$ cat src/rtl/regfile_pkg.sv
//------------------------------------------------------------------------------
// Module   : regfile_pkg
// Purpose  : Shared register-file constants, address type and write-stage states.
// Revision : 1.0 - initial release
//------------------------------------------------------------------------------
`default_nettype none

package regfile_pkg;

    localparam int ADDR_W   = 5;
    localparam int NUM_REGS = 2 ** ADDR_W;
    localparam int DATA_W   = 32;

    typedef logic [ADDR_W-1:0] reg_addr_t;

    localparam reg_addr_t REG_ZERO = '0;

    typedef enum logic [0:0] {
        ST_EMPTY = 1'b0,
        ST_FULL  = 1'b1
    } stage_state_e;

endpackage

`default_nettype wire

$ cat src/rtl/rr_arbiter.sv
//------------------------------------------------------------------------------
// Module   : rr_arbiter
// Purpose  : Combinational round-robin arbiter; first request at or after ptr wins.
// Revision : 1.0 - initial release
//------------------------------------------------------------------------------
`default_nettype none

module rr_arbiter
    import regfile_pkg::*;
#(
    parameter int NREQ = 4
) (
    input  logic [NREQ-1:0]         req,
    input  logic                    en,
    input  logic [$clog2(NREQ)-1:0] ptr,
    output logic [NREQ-1:0]         gnt,
    output logic [$clog2(NREQ)-1:0] gnt_idx
);

    localparam int c_idx_w = $clog2(NREQ);

    int                 w_idx;
    logic [c_idx_w-1:0] w_sel;
    logic               w_found;

    // Modulo walk keeps the wrap correct when NREQ is not a power of two.
    always_comb begin
        gnt     = '0;
        gnt_idx = '0;
        w_found = 1'b0;
        w_idx   = 0;
        w_sel   = '0;
        for (int i = 0; i < NREQ; i++) begin
            w_idx = (int'(ptr) + i) % NREQ;
            w_sel = c_idx_w'(w_idx);
            if (en && !w_found && req[w_sel]) begin
                gnt[w_sel] = 1'b1;
                gnt_idx    = w_sel;
                w_found    = 1'b1;
            end
        end
    end

endmodule

`default_nettype wire

$ cat src/rtl/regfile_wr_sched.sv
//------------------------------------------------------------------------------
// Module   : regfile_wr_sched
// Purpose  : Round-robin write-port scheduler with one-entry output stage,
//            pending-write decode and r0 drop counter.
// Revision : 1.0 - initial release
//------------------------------------------------------------------------------
`default_nettype none

module regfile_wr_sched #(
    parameter int NREQ    = 4,
    parameter int DATA_W  = regfile_pkg::DATA_W,
    parameter int ADDR_W  = regfile_pkg::ADDR_W,
    parameter bit ZERO_RO = 1'b1
) (
    input  logic                     clk,
    input  logic                     rst_n,
    input  logic [NREQ-1:0]          req_valid,
    output logic [NREQ-1:0]          req_ready,
    input  logic [NREQ*ADDR_W-1:0]   req_addr,
    input  logic [NREQ*DATA_W-1:0]   req_data,
    output logic                     wr_valid,
    input  logic                     wr_ready,
    output logic [ADDR_W-1:0]        wr_addr,
    output logic [DATA_W-1:0]        wr_data,
    output logic [(2**ADDR_W)-1:0]   pending,
    output logic [7:0]               drop_cnt
);

    import regfile_pkg::*;

    localparam int         c_idx_w    = $clog2(NREQ);
    localparam int         c_num_regs = 2 ** ADDR_W;
    localparam logic [7:0] c_drop_max = 8'hFF;

    stage_state_e        r_state;
    stage_state_e        w_state_nxt;
    logic [c_idx_w-1:0]  r_rr_ptr;
    logic [c_idx_w-1:0]  w_gnt_idx;
    logic [c_idx_w-1:0]  w_ptr_nxt;
    logic [NREQ-1:0]     w_gnt;
    logic                w_can_accept;
    logic                w_accept;
    logic                w_is_zero;
    logic                w_load;
    logic                w_wr_valid;
    logic [ADDR_W-1:0]   w_acc_addr;
    logic [DATA_W-1:0]   w_acc_data;
    logic [ADDR_W-1:0]   r_wr_addr;
    logic [DATA_W-1:0]   r_wr_data;
    logic [7:0]          r_drop_cnt;

    assign w_wr_valid   = (r_state == ST_FULL);
    assign w_can_accept = ~w_wr_valid | wr_ready;

    // Gating with rst_n keeps req_ready low for the whole reset pulse.
    rr_arbiter #(
        .NREQ (NREQ)
    ) u_arb (
        .req     (req_valid),
        .en      (w_can_accept & rst_n),
        .ptr     (r_rr_ptr),
        .gnt     (w_gnt),
        .gnt_idx (w_gnt_idx)
    );

    assign w_accept   = |w_gnt;
    assign w_acc_addr = req_addr[w_gnt_idx*ADDR_W +: ADDR_W];
    assign w_acc_data = req_data[w_gnt_idx*DATA_W +: DATA_W];
    assign w_is_zero  = ZERO_RO && (w_acc_addr == ADDR_W'(REG_ZERO));
    assign w_load     = w_accept & ~w_is_zero;
    assign w_ptr_nxt  = (w_gnt_idx == c_idx_w'(NREQ - 1)) ? '0 : w_gnt_idx + 1'b1;

    always_comb begin
        w_state_nxt = r_state;
        case (r_state)
            ST_EMPTY: if (w_load)                w_state_nxt = ST_FULL;
            ST_FULL:  if (wr_ready && !w_load)   w_state_nxt = ST_EMPTY;
            default:                             w_state_nxt = ST_EMPTY;
        endcase
    end

    always_ff @(posedge clk or negedge rst_n) begin
        if (!rst_n) begin
            r_state    <= ST_EMPTY;
            r_rr_ptr   <= '0;
            r_wr_addr  <= '0;
            r_wr_data  <= '0;
            r_drop_cnt <= '0;
        end else begin
            r_state <= w_state_nxt;
            if (w_accept) begin
                r_rr_ptr <= w_ptr_nxt;
            end
            if (w_load) begin
                r_wr_addr <= w_acc_addr;
                r_wr_data <= w_acc_data;
            end
            if (w_accept && w_is_zero && (r_drop_cnt != c_drop_max)) begin
                r_drop_cnt <= r_drop_cnt + 8'd1;
            end
        end
    end

    for (genvar gi = 0; gi < c_num_regs; gi++) begin : g_pending
        assign pending[gi] = w_wr_valid && (r_wr_addr == ADDR_W'(gi));
    end

    assign req_ready = w_gnt;
    assign wr_valid  = w_wr_valid;
    assign wr_addr   = r_wr_addr;
    assign wr_data   = r_wr_data;
    assign drop_cnt  = r_drop_cnt;

endmodule

`default_nettype wire
$ cat config.mk
export PLATFORM = sky130hd
export DESIGN_NAME = regfile_wr_sched
export DESIGN_NICKNAME = d
export VERILOG_FILES = /design/src/rtl/regfile_pkg.sv /design/src/rtl/rr_arbiter.sv /design/src/rtl/regfile_wr_sched.sv
export SDC_FILE = /design/constraint.sdc
export NUM_CORES = 1
export LEC_CHECK = 0
export CORE_MARGIN = 2
export CORE_UTILIZATION = 36
export DETAILED_ROUTE_END_ITERATION = 7
export PLACE_DENSITY_LB_ADDON = 0.05
export SYNTH_ARGS = -nofsm -noshare
export SYNTH_HDL_FRONTEND = slang
export SYNTH_SLANG_ARGS = --single-unit
$ cat constraint.sdc
create_clock -name clk -period 5.55 [get_ports clk]
set_input_delay 0.555 -clock clk [delete_from_list [all_inputs] [get_ports clk]]
set_output_delay 0.555 -clock clk [all_outputs]
set_load 0.005 [all_outputs]
==> reports/results.txt, run 1 <==
fin crit share = 86.93%
Initial Utilization = 37.17%
Distinct cells, synth = 57
Worst-path clk slew = 0.07 ns
CTS Buf Count = 5
synth warn = 0
cells along the critical path = inv_1 > ha_1 > mux4_2 > nor4_4 > o31ai_1 > a22oi_2 > mux4_2 > a211oi_4 > or2_2 > buf_12 > mux2_2
switching share of power = 40.52%
CTS root buf = clkbuf_16
synthesized area = 4065 sq um
DRT Pass-1 Iters = 5
CTS resizes = 0
PortBufs = 236
Vias per Instance = 5.373
num rows = 38
syn nets = 654
Multi-input gate area = 2651 sq um
max cap viols = 0
CTS Buffer Depth = 2
headroom to the max-slew limit = 23.97%
CP max stage cell = dfrtp_1
final hold vios = 0
Crit Path Class = reg2reg
Required @ worst endpoint = 5.72 ns
ys flop type = dfrtp_1
I/O pin count = 237
top-area cell type share of the netlist area = 29.55%
crit path DAT = 4.99 ns
H-Tree Level Count = 2
fin crit period = 4.825 ns
r2r worst-path depth = 11
PD cells = 478.2 nW/um^2
clock power share = 11.2%
Seq. cell area = 1201 sq um
sequential cell area fraction in the yosys report = 29.55%
Flop pwr share = 21.8%
final-stage net count = 863
area grow syn2layout = 63.31%
largest net degree at the start of global routing = 74
Post-CTS Setup Inserts = 0
first-pass GRT wire length = 20.88 mm
syn_area_per_cell = 8.229 sq um
Total GRT Usage = 21.87%
via count = 4535
critical path peak fanout = 20
register bit total from synthesis = 48
fmax = 0.2073 GHz
async set-reset flop share out of synthesis = 100.0%
Die ar. = 12160 sq um
CTS tree = yes
setup slack, reg-to-reg = 0.73 ns
total grt overflow = 0
Startpoint Class = flop
Die X = 110.3 um
final setup fails = 0
count leader, synth = nand2_1
clk_lat worst skew = 0.28 ns
Peak VDD IR = 0.0002566 V
Wirelength per Cell = 16.29 um
RD Place Congestion = 0.9005
Place WS = 0.7338 ns
Synth top cells by count = nand2_1 (105), dfrtp_1 (48), a31oi_1 (36)
Antenna Nets Post-Route = 0
worst-case clock skew = 0.003226 ns
combinational power share = 67.0%
status = finished clean
layout cells sized above 1 = 7.955%
CTS sink count = 48
top cells by area, synth = dfrtp_1 (30%), nand2_1 (9.7%), mux2_4 (7.4%)
setup TNS = 0 ns
DRC violations left = 0
endpoint class of the critical path = flop
leak pwr = 0.002652 uW
Die H = 110.3 um
hold-fix buffers at CTS = 0
count of pins over their slew limit = 0
post-synth top area cell = dfrtp_1
worst setup path startpoint = r_rr_ptr[0]
cell mode on critical path = mux4_2
number of fill cells = 975
Critical Path Max Stage Delay = 0.68 ns
Antenna diodes = 0
Post-synth EDFFs = 0
cell internal pwr = 1888 uW
RSZ-0062 raised after global routing = no
Core Box Area = 10940 sq um
antenna violations before repair = 0
Worst Max-Slew Pin Slew = 1.140 ns
vias in the first global route = 4267
Setup WS post-layout = 0.7252 ns
Starting DRT DRC Count = 244
reg2reg start = r_rr_ptr[0]
Worst Hold Class = in2async
HPWL after DPL = 10.92 mm
Psw = 1287 uW
Mapped Cells = 494
post-detailed-routing wire length = 13.75 mm
==> power by group through the flow <==
| stage | clock (uW) | combinational [uW] | sequential [uW] |
|---|---|---|---|
| 2_1_floorplan | 0 | 1500 | 638 |
| 3_3_place_gp | 0 | 2100 | 690 |
| 3_5_place_dp | 0 | 2150 | 694 |
| 4_1_cts | 364 | 2150 | 694 |
| 5_1_grt | 383 | 2320 | 724 |
| 6_report | 356 | 2130 | 692 |
==> cell type report <==
cell class | instances | share of cell area (%)
multi-input combinational | 400 | 39.94
timing repair buffer | 241 | 36.26
sequential | 48 | 18.09
tap | 140 | 2.639
clock buffer | 6 | 2.092
clock inverter | 2 | 0.5842
inverter | 7 | 0.3958
==> path summary, 6_finish.rpt <==
check,to
setup / recovery,wr_data[10]
hold / removal,wr_data[9]
setup reg to reg,wr_data[10]
hold reg to reg,wr_data[9]
max in group asynchronous,drop_cnt[4]
min in group clk,wr_data[9]
==> layout by cell type, fill, tap and decap left out, drive strengths merged, types with 2 or more instances in the layout <==
master and n:
clkdlybuf4s50 235, nand2 105, dfrtp 48, a31oi 36
mux2 36, a211oi 34, nor2 33, and2 32
nor3 12, a21oi 11, o21ai 8, inv 7
nand3 7, and3 7, nand4 6, xnor2 6
clkbuf 6, buf 6, mux2i 5, nand2b 5
ha 5, a22o 5, a22oi 5, nor4 5
nor2b 4, o2bb2ai 4, mux4 3, nand3b 3
or2 2, nand4b 2, o31ai 2
==> critical path: cells and delay by family (launching register included) <==
kind / cells / cell delay [ns]
fa+ha+maj: 1 / 0.58
simple gates: 2 / 0.91
compound gates: 3 / 0.86
flops: 1 / 0.68
buf+inv: 2 / 0.47
mux: 3 / 1.19
==> layer usage <==
metal  up-vias  GRT usage (%)  wire [um]
met1      2109          24.30       5254
met4         0          4.375        199
met2       210          41.41       6983
li1       2200              -          -
met5         -              0          0
met3        16          6.173       1312
==> flip-flops by register name (all words and copies together) (netlist names) <==
name / count
wr_addr: 5
wr_valid: 1
wr_data: 32
drop_cnt: 8
r_rr_ptr: 2
==> logic make-up (layout without fill, tap and decap cells) <==
| family | count (synthesis) | count (layout) | share of synthesized area (%) |
|---|---|---|---|
| muxes | 44 | 44 | 14.71 |
| adders and majority gates | 5 | 5 | 1.539 |
| buffers and inverters | 46 | 256 | 5.725 |
| xor gates and xnor gates | 6 | 6 | 1.293 |
| DFF | 48 | 48 | 29.55 |
| and+or+nand+nor | 228 | 228 | 26.93 |
| AOI/OAI and AO/OA | 117 | 117 | 20.25 |
==> through the flow <==
| stage | total power, uW | cell area [sq um] | cells | util, % | hold slack, ns |
|---|---|---|---|---|---|
| 2_1_floorplan | 2142 | 4065 | 494 | - | 0.2594 |
| 3_3_place_gp | 2794 | 6461 | 836 | 59.08 | 0.4760 |
| 3_5_place_dp | 2846 | 6461 | 836 | 59.08 | 0.4859 |
| 4_1_cts | 3208 | 6639 | 844 | 60.71 | 0.4465 |
| 5_1_grt | 3426 | 6639 | 844 | 60.71 | 0.4732 |
| 6_report | 3175 | 6639 | 844 | 60.71 | 0.4253 |
Power figures use the tool's default switching activity.
==> inputs of run 2 (changes only) <==
--- a/config.mk
+++ b/config.mk
@@ -7,7 +7,9 @@
 export LEC_CHECK = 0
 export CORE_MARGIN = 2
 export CORE_UTILIZATION = 36
+export CTS_BUF_LIST = sky130_fd_sc_hd__clkbuf_16
 export DETAILED_ROUTE_END_ITERATION = 7
+export GPL_TIMING_DRIVEN = 0
 export PLACE_DENSITY_LB_ADDON = 0.05
 export SYNTH_ARGS = -nofsm -noshare
 export SYNTH_HDL_FRONTEND = slang
==> reports/results.txt, run 2 (synthesis gave the netlist of run 1 again) <==
placed cell areas = 6618 sq um (was 6461 sq um)
CTS Buf Count = 5 (unchanged)
worst-case clock skew = 0.005356 ns (was 0.003226 ns)
total grt overflow = 0 (unchanged)
Starting DRT DRC Count = 271 (was 244)
Required @ worst endpoint = 5.72 ns (about the same)
Die X = 110.3 um (unchanged)
fmax = 0.2185 GHz (was 0.2073 GHz)
most frequent cells in the layout = clkdlybuf4s50_1 (235), nand2_1 (105), dfrtp_1 (48) (unchanged)
PD cells = 498.9 nW/um^2 (was 478.2 nW/um^2)
Reg2Reg Capture Point = wr_data[9] (was wr_data[10])
Worst Max-Slew Pin Slew = 0.8811 ns (was 1.140 ns)
r2r worst-path depth = 13 (was 11)
endpoint class of the critical path = flop (unchanged)
final-stage net count = 898 (was 863)
vias in the first global route = 4563 (was 4267)
final hold vios = 0 (unchanged)
Antenna Nets Post-Route = 0 (unchanged)
CTS root buf = clkbuf_16 (unchanged)
first-pass GRT wire length = 22.55 mm (was 20.88 mm)
Crit Path Class = reg2reg (unchanged)
largest net degree at the start of global routing = 35 (was 74)
Worst Hold Class = in2async (unchanged)
final setup fails = 0 (unchanged)
DRT Pass-1 Iters = 4 (was 5)
Antenna diodes = 0 (unchanged)
Peak VDD IR = 0.0002446 V (was 0.0002566 V)
post-detailed-routing wire length = 15.00 mm (was 13.75 mm)
crit path DAT = 4.75 ns (was 4.99 ns)
count of pins over their slew limit = 0 (unchanged)
max cap viols = 0 (unchanged)
fin area = 6812 sq um (was 6639 sq um)
Startpoint Class = flop (unchanged)
setup TNS = 0 ns (unchanged)
leak pwr = 0.002722 uW (was 0.002652 uW)
critical path peak fanout = 10 (was 20)
Worst-path clk slew = 0.07 ns (about the same)
Post-CTS Setup Inserts = 0 (unchanged)
Total GRT Usage = 24.06% (was 21.87%)
setup slack, reg-to-reg = 0.97 ns (was 0.73 ns)
max FFs per register = 32 (unchanged)
clk_lat worst skew = 0.29 ns (was 0.28 ns)
Initial Utilization = 37.17% (unchanged)
Vias per Instance = 5.337 (was 5.373)
Wirelength per Cell = 17.07 um (was 16.29 um)
status = finished clean (unchanged)
I/O pin count = 237 (unchanged)
CTS Buffer Depth = 2 (unchanged)
reg2reg start = r_rr_ptr[1] (was r_rr_ptr[0])
layout cells sized above 1 = 7.307% (was 7.955%)
HPWL after DPL = 12.24 mm (was 10.92 mm)
CTS sink count = 48 (unchanged)
area grow syn2layout = 67.56% (was 63.31%)
CTS resizes = 0 (unchanged)
RD Place Congestion = 0.8611 (was 0.9005)
antenna violations before repair = 0 (unchanged)
DRC violations left = 0 (unchanged)
RSZ-0062 raised after global routing = no (unchanged)
headroom to the max-slew limit = 40.76% (was 23.97%)
fin crit period = 4.577 ns (was 4.825 ns)
Die H = 110.3 um (unchanged)
CTS tree = yes (unchanged)
fin crit share = 82.47% (was 86.93%)
hold-fix buffers at CTS = 0 (unchanged)
via count = 4691 (was 4535)
PortBufs = 236 (unchanged)
Die ar. = 12160 sq um (unchanged)
Core Box Area = 10940 sq um (unchanged)
most common cell after layout, fill and taps aside = clkdlybuf4s50_1 (unchanged)
H-Tree Level Count = 2 (unchanged)
num rows = 38 (unchanged)
## run 2: cell count changes in the layout (fill, tap and decap cells not counted), sizes merged
cell	change
clkbuf	+31
buf	+3
bufinv	+1
clkinv	-1
inv	+1
## run 2: area by class of cell
| class | instances | area [sq um] |
|---|---|---|
| clock inverters | 3 | 68.82 |
| well taps | 140 | 175.2 |
| clock buffers | 5 | 125.1 |
| plain buffers | 39 | 206.4 |
| inverters | 7 | 26.28 |
| repair buffers | 237 | 2377 |
| fillers | 1013 | 4124 |
| multi-input cells | 400 | 2631 |
| flip-flops and latches | 48 | 1201 |
## run 2: per-stage QoR
step / hold WS, ns / power [uW] / setup slack, ns / util, % / instances
2_1_floorplan: 0.2594 / 2142 / 1.697 / - / 494
3_3_place_gp: 0.4761 / 2962 / -0.4177 / 60.38 / 870
3_5_place_dp: 0.4806 / 3011 / 0.9786 / 60.51 / 871
6_report: 0.2022 / 3398 / 0.9728 / 62.29 / 879
5_1_grt: 0.2264 / 3650 / 0.7198 / 62.29 / 879
4_1_cts: 0.2093 / 3420 / 0.9650 / 62.29 / 879
## run 2: metal layers
metal  up-vias  global-route usage (%)  wire length, um
li1       2274                       -                -
met1      2198                   25.74             5598
met2       201                   45.05             7750
met3        18                   7.055             1335
met4         0                   7.857              318
met5         -                       0                0
## run 2: how the worst max path moves through the flow
stage | start | end
after floorplan | r_rr_ptr[1] | wr_data[31]
after global placement | rst_n | wr_data[7]
after detailed placement | r_rr_ptr[1] | wr_data[9]
after CTS | r_rr_ptr[1] | wr_data[9]
after global routing | r_rr_ptr[1] | wr_data[9]
final | r_rr_ptr[1] | wr_data[9]
## run 2: worst max-delay path, stage by stage (launching register included)
cell and delay, ns:
dfrtp_1 0.38, clkbuf_1 0.35, inv_1 0.17, ha_1 0.32
buf_2 0.20, mux2_2 0.25, a21oi_1 0.06, o31ai_1 0.76
mux4_2 0.67, a211oi_4 0.44, or2_1 0.18, buf_6 0.18
buf_8 0.16, mux2_1 0.33
## run 2: power by group
part | leakage, uW | switching [uW] | internal [uW]
logic | 0.00205 | 1120 | 1240
clock network | 0.0000944 | 140 | 260
registers | 0.000580 | 113 | 526
==> inputs of run 3 (changes only) <==
==> constraint.sdc (replaced) <==
create_clock -name clk -period 4.8 [get_ports clk]
set_input_delay 0.48 -clock clk [delete_from_list [all_inputs] [get_ports clk]]
set_output_delay 0.48 -clock clk [all_outputs]
set_load 0.005 [all_outputs]
==> reports/results.txt, run 3 (synthesis gave the netlist of run 1 again) <==
PortBufs = 236 (unchanged)
fin crit period = 4.389 ns (was 4.577 ns)
Die ar. = 12160 sq um (unchanged)
layout cells sized above 1 = 7.317% (was 7.307%)
Seq. cell area = 1201 sq um (unchanged)
RD Place Congestion = 0.8611 (unchanged)
r2r worst-path depth = 13 (unchanged)
area grow syn2layout = 67.47% (was 67.56%)
post-detailed-routing wire length = 14.98 mm (was 15.00 mm)
Die H = 110.3 um (unchanged)
final setup fails = 0 (unchanged)
Peak VDD IR = 0.0002829 V (was 0.0002446 V)
count of pins over their slew limit = 0 (unchanged)
utilization after layout = 62.25% (was 62.29%)
cell family with most CP delay = multiplexers (was compound AO/OA/AOI/OAI gates)
Total GRT Usage = 24.06% (unchanged)
Multi-input gate area = 2631 sq um (unchanged)
clk_lat worst skew = 0.29 ns (about the same)
Worst-path clk slew = 0.07 ns (about the same)
Core Box Area = 10940 sq um (unchanged)
total grt overflow = 0 (unchanged)
GR Util met2 = 45.05% (unchanged)
met3 Use GR = 7.055% (unchanged)
Critical Path Max Stage Delay = 0.57 ns (was 0.76 ns)
cells along the critical path = inv_1 > ha_1 > buf_2 > mux4_2 > nor4_4 > o31ai_1 > a22oi_1 > mux4_2 > a211oi_4 > or2_1 > buf_6 > buf_8 > mux2_1 (was clkbuf_1 > inv_1 > ha_1 > buf_2 > mux2_2 > a21oi_1 > o31ai_1 > mux4_2 > a211oi_4 > or2_1 > buf_6 > buf_8 > mux2_1)
critical path peak fanout = 11 (was 10)
Worst Max-Slew Pin Slew = 0.8504 ns (was 0.8811 ns)
max cap viols = 0 (unchanged)
Antenna Nets Post-Route = 0 (unchanged)
crit path DAT = 4.56 ns (was 4.75 ns)
Post-CTS Setup Inserts = 0 (unchanged)
RSZ-0062 raised after global routing = no (unchanged)
Vias per Instance = 5.328 (was 5.337)
I/O pin count = 237 (unchanged)
worst-case clock skew = 0.004784 ns (was 0.005356 ns)
Total Power = 3925 uW (was 3398 uW)
CP max stage cell = dfrtp_1 (was o31ai_1)
most common cell after layout, fill and taps aside = clkdlybuf4s50_1 (unchanged)
leak pwr = 0.002721 uW (was 0.002722 uW)
Setup WS post-layout = 0.4112 ns (was 0.9728 ns)
CTS root buf = clkbuf_16 (unchanged)
via count = 4678 (was 4691)
DRT Pass-1 Iters = 4 (unchanged)
headroom to the max-slew limit = 42.82% (was 40.76%)
num rows = 38 (unchanged)
met1 GRT Util = 25.74% (unchanged)
vias in the first global route = 4563 (unchanged)
Starting DRT DRC Count = 224 (was 271)
Initial Utilization = 37.17% (unchanged)
PD cells = 576.6 nW/um^2 (was 498.9 nW/um^2)
max FFs per register = 32 (unchanged)
DRC violations left = 0 (unchanged)
final hold vios = 0 (unchanged)
Startpoint Class = flop (unchanged)
CTS Buf Count = 5 (unchanged)
first-pass GRT wire length = 22.55 mm (unchanged)
Die X = 110.3 um (unchanged)
H-Tree Level Count = 2 (unchanged)
status = finished clean (unchanged)
Antenna diodes = 0 (unchanged)
endpoint class of the critical path = flop (unchanged)
gr busiest metal = met2 (unchanged)
Required @ worst endpoint = 4.97 ns (was 5.72 ns)
largest net degree at the start of global routing = 35 (unchanged)
cell mode on critical path = mux4_2
Wirelength per Cell = 17.06 um (was 17.07 um)
final-stage net count = 897 (was 898)
CTS resizes = 0 (unchanged)
WP buf/inv = 4 (was 5)
CTS tree = yes (unchanged)
fin crit share = 91.43% (was 82.47%)
number of fill cells = 1015 (was 1013)
CTS Buffer Depth = 2 (unchanged)
Place WS = 0.2286 ns (was 0.9786 ns)
antenna violations before repair = 0 (unchanged)
CTS sink count = 48 (unchanged)
HPWL after DPL = 12.24 mm (unchanged)
Crit Path Class = reg2reg (unchanged)
most frequent cells in the layout = clkdlybuf4s50_1 (235), nand2_1 (105), dfrtp_1 (48) (unchanged)
hold-fix buffers at CTS = 0 (unchanged)
Final Hold Slack = 0.1242 ns (was 0.2022 ns)
Worst Hold Class = in2async (unchanged)
WP depth = 13 (unchanged)
worst setup path startpoint = r_rr_ptr[1] (unchanged)
fmax = 0.2279 GHz (was 0.2185 GHz)
reg2reg start = r_rr_ptr[1] (unchanged)
-- run 3: power by group --
group / leakage [uW] / total (uW) / switching [uW] / internal, uW
logic: 0.00205 / 2720 / 1290 / 1430
clock network: 0.0000944 / 462 / 162 / 301
registers: 0.000580 / 746 / 138 / 608
-- run 3: routing by layer --
layer	vias to the layer above	part of all wire (%)
met1	2185	37
met4	0	2.1
met2	200	52
met3	18	8.8
li1	2275	-
met5	-	0
-- run 3: cell type report --
class	count	share of cell area, %
multi-input cells	400	38.65
repair buffers	237	34.92
flip-flops and latches	48	17.64
plain buffers	38	2.977
well taps	140	2.573
clock buffers	5	1.838
clock inverters	3	1.011
inverters	7	0.3860
-- run 3: metrics by stage --
step | instance area, sq um | TNS, ns | std cells
final | 6808 | 0 | 878
after global routing | 6808 | 0 | 878
after CTS | 6812 | 0 | 879
after detailed placement | 6618 | 0 | 871
after global placement | 6603 | -43.46 | 870
after floorplan | 4065 | 0 | 494
-- run 3: worst paths after layout --
check / end / slack [ns]
min: wr_data[3] / 0.12
min in group clk: wr_data[6] / 0.49
max in group asynchronous: wr_data[17] / 4.14
max: wr_data[9] / 0.41
min reg2reg: wr_data[6] / 0.49
max reg2reg: wr_data[9] / 0.41
